File: src/rtl/VX_gpu_pkg.sv
// Shared LSU definitions: fence sequencer states and the default outstanding-store limit.
// Latency: n/a (types and constants only).
// Backpressure: n/a.
package VX_gpu_pkg;

  // Default per-warp limit on stores in flight to the memory interface.
  localparam int PENDING_STORES_MAX = 15;

  // Fence sequencer: wait for a fence, drain its warp, then present fence_ready.
  typedef enum logic [1:0] {
    IDLE  = 2'd0,
    DRAIN = 2'd1,
    DONE  = 2'd2
  } fence_state_t;

endpackage

File: src/rtl/lsu_pending_counter.sv
// Saturating up/down counter of one warp's stores that are still waiting for an ack.
// Latency: count, is_zero and is_full change 1 cycle after inc/dec. ovf/unf are same-cycle pulses.
// Backpressure: none. is_full is what the parent uses to stall further stores.
// Ports: clk, reset (sync, active-high), inc (store fired), dec (ack returned),
//        count, is_zero, is_full, ovf (inc at full), unf (dec at zero).
module lsu_pending_counter
  import VX_gpu_pkg::*;
#(
  parameter int MAX_PENDING = PENDING_STORES_MAX,
  parameter int CNT_W       = $clog2(MAX_PENDING + 1)
) (
  input  logic             clk,
  input  logic             reset,
  input  logic             inc,
  input  logic             dec,
  output logic [CNT_W-1:0] count,
  output logic             is_zero,
  output logic             is_full,
  output logic             ovf,
  output logic             unf
);

  logic [CNT_W-1:0] cnt_q;

  assign count   = cnt_q;
  assign is_zero = (cnt_q == '0);
  assign is_full = (cnt_q == CNT_W'(MAX_PENDING));

  // A store and an ack in the same cycle cancel. This holds even at the limits,
  // so neither of them is flagged as an error.
  assign ovf = inc & ~dec & is_full;
  assign unf = dec & ~inc & is_zero;

  always_ff @(posedge clk) begin
    if (reset) begin
      cnt_q <= '0;
    end else if (inc && !dec && !is_full) begin
      cnt_q <= cnt_q + 1'b1;
    end else if (dec && !inc && !is_zero) begin
      cnt_q <= cnt_q - 1'b1;
    end
  end

endmodule

File: src/rtl/lsu_store_fence_ctrl.sv
// Per-warp outstanding-store tracker and fence sequencer between issue and the LSU.
// Latency: counts/status 1 cycle after a store or ack. A fence on a drained warp is ready 2 cycles after fence_valid.
// Backpressure: st_stall_mask blocks a warp at its limit, and fence_ready is held low until the warp drains.
// Ports: clk, reset (sync, active-high); st_fire/st_wid and ack_valid/ack_wid feed the counters;
//        fence_valid/fence_wid/fence_ready form the fence handshake; st_stall_mask, no_pending_stores
//        and the sticky err_overflow/err_underflow flags are status. Every output is a function of registers only.
module lsu_store_fence_ctrl
  import VX_gpu_pkg::*;
#(
  parameter int NUM_WARPS   = 4,
  parameter int MAX_PENDING = PENDING_STORES_MAX,
  parameter int CNT_W       = $clog2(MAX_PENDING + 1),
  parameter int WID_W       = $clog2(NUM_WARPS)
) (
  input  logic                 clk,
  input  logic                 reset,
  input  logic                 st_fire,
  input  logic [WID_W-1:0]     st_wid,
  input  logic                 ack_valid,
  input  logic [WID_W-1:0]     ack_wid,
  input  logic                 fence_valid,
  input  logic [WID_W-1:0]     fence_wid,
  output logic                 fence_ready,
  output logic [NUM_WARPS-1:0] st_stall_mask,
  output logic                 no_pending_stores,
  output logic                 err_overflow,
  output logic                 err_underflow
);

  logic [CNT_W-1:0]     cnt [NUM_WARPS];
  logic [NUM_WARPS-1:0] zero_vec;
  logic [NUM_WARPS-1:0] full_vec;
  logic [NUM_WARPS-1:0] ovf_vec;
  logic [NUM_WARPS-1:0] unf_vec;

  for (genvar w = 0; w < NUM_WARPS; w++) begin : g_warp
    lsu_pending_counter #(
      .MAX_PENDING (MAX_PENDING),
      .CNT_W       (CNT_W)
    ) u_cnt (
      .clk     (clk),
      .reset   (reset),
      .inc     (st_fire   && (st_wid  == WID_W'(w))),
      .dec     (ack_valid && (ack_wid == WID_W'(w))),
      .count   (cnt[w]),
      .is_zero (zero_vec[w]),
      .is_full (full_vec[w]),
      .ovf     (ovf_vec[w]),
      .unf     (unf_vec[w])
    );
  end

  assign st_stall_mask     = full_vec;
  assign no_pending_stores = &zero_vec;

  // Only one warp is updated on each side per cycle, so the per-warp pulses can simply be OR-ed together.
  always_ff @(posedge clk) begin
    if (reset) begin
      err_overflow  <= 1'b0;
      err_underflow <= 1'b0;
    end else begin
      err_overflow  <= err_overflow  | (|ovf_vec);
      err_underflow <= err_underflow | (|unf_vec);
    end
  end

  // Fence sequencer. Only one fence is in flight at a time across the core.
  fence_state_t     state, state_nxt;
  logic [WID_W-1:0] f_wid;

  always_comb begin
    state_nxt = state;
    case (state)
      IDLE:    if (fence_valid) state_nxt = DRAIN;
      DRAIN:   if (cnt[f_wid] == '0) state_nxt = DONE;
      // DONE always lasts one cycle. This covers a normal handshake and also
      // recovers when issue has dropped fence_valid early.
      DONE:    state_nxt = IDLE;
      default: state_nxt = IDLE;
    endcase
  end

  always_ff @(posedge clk) begin
    if (reset) begin
      state <= IDLE;
      f_wid <= '0;
    end else begin
      state <= state_nxt;
      if (state == IDLE && fence_valid) f_wid <= fence_wid;
    end
  end

  assign fence_ready = (state == DONE);

endmodule

File: config.mk
export PLATFORM = sky130hd
export DESIGN_NAME = lsu_store_fence_ctrl
export DESIGN_NICKNAME = d
export VERILOG_FILES = /design/src/rtl/VX_gpu_pkg.sv /design/src/rtl/lsu_pending_counter.sv /design/src/rtl/lsu_store_fence_ctrl.sv
export SDC_FILE = /design/constraint.sdc
export NUM_CORES = 1
export LEC_CHECK = 0
export ABC_AREA = 1
export BUFFER_PORTS_ARGS = -buffer_cell sky130_fd_sc_hd__buf_2
export CORE_MARGIN = 4
export CORE_UTILIZATION = 40
export DETAILED_ROUTE_END_ITERATION = 6
export GPL_TIMING_DRIVEN = 0
export HOLD_SLACK_MARGIN = 0.06
export PLACE_DENSITY_LB_ADDON = 0.08
export SLEW_MARGIN = 10
export SYNTH_ARGS = -nofsm -noshare
export SYNTH_HDL_FRONTEND = slang
export SYNTH_SLANG_ARGS = --single-unit
File: constraint.sdc
create_clock -name clk -period 3 [get_ports clk]
set_input_delay 0.15 -clock clk [delete_from_list [all_inputs] [get_ports clk]]
set_output_delay 0.15 -clock clk [all_outputs]
set_load 0.05 [all_outputs]
Yosys cells after proc, flatten, opt, wreduce, memory -nomap -nowiden
Cells that the tools add are included.

Register bits after elaboration: 22. Output and inout bits: 8.

Add/subtract/negate cells: 8. $lt $le $gt $ge: 1. Equality and inequality tests: 14. Multiplexer cells: 14. Bitwise gates (word level): 27. Reductions and logical operators: 57.

Operator list (number): $mux W4 (10); $logic_and A1 B1 Y1 (25); $logic_not A4 Y1 (5); $add A4 B1 Y4 const B (4); $and A1 B1 Y1 (16); $eq A4 B4 Y1 const B (4); $logic_not A1 Y1 (16); $sub A4 B1 Y4 const B (4); $eq A2 B2 Y1 const B (5); $bmux W4 S2 (1); $not A1 Y1 (8); $reduce_bool A2 Y1 (4); $reduce_or A4 Y1 (2); $eq A2 B1 Y1 const B (3); $logic_not A2 Y1 (3); $mux W2 (2); $ne A2 B2 Y1 const B (2); $pmux W2 S2 (1); $reduce_and A4 Y1 (1); $ge A3 B3 Y1 const B (1); $not A2 Y3 (1); $or A1 B1 Y1 (2); $reduce_and A2 Y1 (1).

Logic depth before layout (Yosys ltp)
Depth after elaboration: 7. Mapped depth: 13.

By module
From an unflattened synthesis, not the netlist that was laid out.

Cells, all modules: 259. Area, all modules: 1764.2 µm².

Modules (own cells, without submodules): lsu_pending_counter (times used 4, cells an instance 49, area each 337.8 µm², sequential area each 80.1 µm²); lsu_store_fence_ctrl (times used 1, cells an instance 63, area each 412.9 µm², sequential area each 120.1 µm²).

Worst setup path before layout
No wires, ideal clock.

Path type: register to output. Start point: reg g_warp[0].u_cnt.cnt_q[0]. End point: out no_pending_stores. Data arrival time: 2.101 ns. Data required time: 2.850 ns. Setup slack: 0.749 ns. Cell stages (with the launch flop): 4. Path buffers: 0. Path through: dfxtp_1 > nor2_1 > nand2_1 > nor4_1.

Longest elaborated chain between the ends: 2.

Ends and longest elaborated chain: from (decl) (line lsu_pending_counter.sv:23) `logic [CNT_W-1:0] cnt_q;`; from (signal assigned) (line lsu_pending_counter.sv:38) `cnt_q <= cnt_q + 1'b1;`; from (signal assigned) (line lsu_pending_counter.sv:40) `cnt_q <= cnt_q - 1'b1;`; $logic_not A4 Y1 (line lsu_pending_counter.sv:26) `assign is_zero = (cnt_q == '0);`; $reduce_and A4 Y1 (line lsu_store_fence_ctrl.sv:54) `assign no_pending_stores = &zero_vec;`; to (decl) (line lsu_store_fence_ctrl.sv:25) `output logic no_pending_stores,`.

No other way between the ends.

Worst setup path in the final report
Start point: reg g_warp[3].u_cnt.cnt_q[0]. End point: reg g_warp[3].u_cnt.cnt_q[3].

Longest elaborated chain between the ends: 4. Elaborated cells between the ends (all ways): 11.

Ends and longest elaborated chain (line): from (decl) (lsu_pending_counter.sv:23); from (signal assigned) (lsu_pending_counter.sv:38); from (signal assigned) (lsu_pending_counter.sv:40); branches (longest 4 deep; another with $sub A4 B1 Y4).

Parallel ways; which one is timed is not known. The select of a mux whose other input is x is not followed. A chain may end at the register's enable or synchronous reset.

==> impl_metrics.ini <==
[layout]
nFillCells = 387
fin_nets = 270
n_antenna_cell = 0
final_cells = 294
drive_gt1_share_pct = 17.1
design_area_um2 = 1750
area_growth_pct = 13.3

[power_and_ir_drop]
p_sw_mw = 0.268
pwr-share-seq_pct = 44.2
p_int_mw = 0.514
max-vdd-ir-drop_uv = 309
pwr-share-clk_pct = 28.4
power.share.switching_pct = 34.2
comb_power_share_pct = 27.4
p_leak_nw = 0.867
p_per_area_nw_per_um2 = 447

[clock_network]
postCtsHoldBufs = 0
cts.path.max_buffers = 2
cts_tree = built
clk_pin_slew_ns = 0.08
cts_max_level = 1
worst_skew_pair.late_latency_ns = 0.27
cts_resized = 0
cts_setup_buffers = 0
clock_sinks = 22
cts_buffers = 3
cts-root-buf = clkbuf_8

[worst_setup_path]
path_class = flip-flop to flip-flop
cp.arrival_ns = 2.06
critPathLaunchType = flip-flop
path_buf_inv = 1
worstPathMaxFanout = 6
critPathTopFamily = simple AND/OR/NAND/NOR gates
worstSetupEndpointType = flip-flop
critPathMaxStageDelay_ns = 0.44
cpMostUsedCell = nand2_1
crit_slowest_cell = dfxtp_1
crit_required_ns = 3.21
cp_cell_sequence = nand4_1, nand2_2, ha_1, a21oi_1, nand2_1, o21ai_2, nand2_1, nand2_1, inv_1, nor2_1

[status]
outcome = complete, no violations

[timing]
skew_ns = 0.0107
fin_setup_tns_ns = 0
finalCriticalPeriod_ns = 1.86
slew_viol_final = 0
clock.fmax_mhz = 539
hold_viol = 0
grt_setup_unrepaired = no
setup_viol = 0
finalCritPeriodShare_pct = 61.9
worstMarginPinSlew_ns = 0.554
max-slew-margin-rel_pct = 63.1

[floorplan]
die-area_um2 = 4910
core-area_um2 = 3690
rows = 22
die_h_um = 70.1
die_w_um = 70.1
io_pins = 19
start_util_pct = 41.8

[routing]
vias = 1433
dr.pass1.iters = 4
viasPerCell = 4.87
drtIter0Drc = 70
wl_per_cell_um = 10.9
ant_nets = 0
drc = 0
wl_mm = 3.22

[global_routing]
grt_usage_pct = 13.4
grt_pass1_vias = 1209
grt_pass1_wl_mm = 5.35
antenna_found_initial = 0
grt_max_degree = 13
overflow = 0

[synth]
ys_ff_latch = 22
netlist_area_um2 = 1540
synth_edf_count = 0
ys_types = 25
synth_area_per_cell_um2 = 6.89
yosys_warnings = 0
synthArstFlopShare_pct = 0
synth_nets = 247
synth_seq_area_share_pct = 28.5
ys.flop_type = dfxtp_1
synth_cells = 224

[job]
cap_violations = 0

[place]
dpl_cell_area_um2 = 1690
numPortBuffers = 18
gp_congestion = 0.759
dp_cells = 290
hpwl_mm = 2.57

[hold_path]
hold_class = input pin to flip-flop
placed cells by master (no fill, tap or decap), drive strengths merged:
master,instances
nand2,44
nor2,34
inv,30
nand3,29
dfxtp,22
buf,22
o21ai,15
a21oi,12
ha,8
clkbuf,5
nand4,4
xnor2,4
a211oi,4
fa,4
nor3,3
nor4,1
nand3b,1
o22ai,1
o21bai,1
o21a,1
a41oi,1
synthesized netlist by cell type, types with 5 or more instances:
cell     count  area share (%)
nand2_1     39             9.5
o21ai_0     12             3.9
dfxtp_1     22              29
inv_1       30             7.3
ha_1         8             6.5
a21oi_1     12             3.9
nor2_1      30             7.3
nand2_2      5             2.0
nand3_1     25             8.1
tightest hold or removal path, cell delays in order:
cell and delay (ns):
buf_2 0.08, nand3_1 0.06, nand2_1 0.06
flip-flops by register name, indices dropped and copies added, names as in the netlist:
register / cells
f_wid: 2
err_overflow: 1
g_warp.u_cnt.count: 16
state: 2
err_underflow: 1
worst paths after layout:
path / startpoint / to / slack [ns] / cells after the start
min reg2reg: f_wid[1] / f_wid[1] / 0.47 / 2
max: g_warp[3].u_cnt.count[0] / g_warp[3].u_cnt.count[3] / 1.14 / 10
min: fence_valid / state[0] / 0.12 / 3
max reg2reg: g_warp[3].u_cnt.count[0] / g_warp[3].u_cnt.count[3] / 1.14 / 10
power groups by stage:
stage / sequential [mW] / clock [mW] / combinational [mW]
2_1_floorplan: 0.353 / 0 / 0.163
5_1_grt: 0.351 / 0.238 / 0.246
6_report: 0.346 / 0.222 / 0.214
3_3_place_gp: 0.354 / 0 / 0.213
3_5_place_dp: 0.354 / 0 / 0.216
4_1_cts: 0.347 / 0.229 / 0.217
area by class of cell:
cell class                 count  area (µm²)  area share (%)
tap                           48        60.1            3.44
timing repair buffer          18        90.1            5.15
multi-input combinational    167         956            54.7
clock buffer                   4        55.1            3.15
buffer                         5        33.8            1.93
inverter                      30         113            6.44
sequential                    22         440            25.2
routing by layer:
metal / track usage [%] / vias to the layer above / wire [µm]
li1: - / 786 / -
met4: 2.55 / 0 / 29
met3: 3.45 / 4 / 112
met2: 20.6 / 22 / 1360
met1: 19.1 / 621 / 1710
met5: 0 / - / 0
per-stage QoR:
step                total power [mW]  util, %  setup WS, ns  hold WS [ns]
global placement               0.567     45.9          1.15         0.396
finish                         0.782     47.4          1.14         0.122
detailed placement             0.569     45.9          1.14         0.398
floorplan                      0.516        -         0.749         0.219
CTS                            0.792     47.4          1.13         0.119
global route                   0.835     47.4         0.958         0.145
cells by family (layout without fill, tap and decap cells):
group                      count (synthesis)  count (layout)  synth area share (%)
AOI/OAI and AO/OA                         35              35                  13.4
xor gates and xnor gates                   4               4                  2.27
and+or+nand+nor                          116             116                  34.6
buffers and inverters                     35              57                  9.49
adders and majority gates                 12              12                  11.7
DFF                                       22              22                  28.5
No activity file was read; power rests on OpenSTA's default activity.
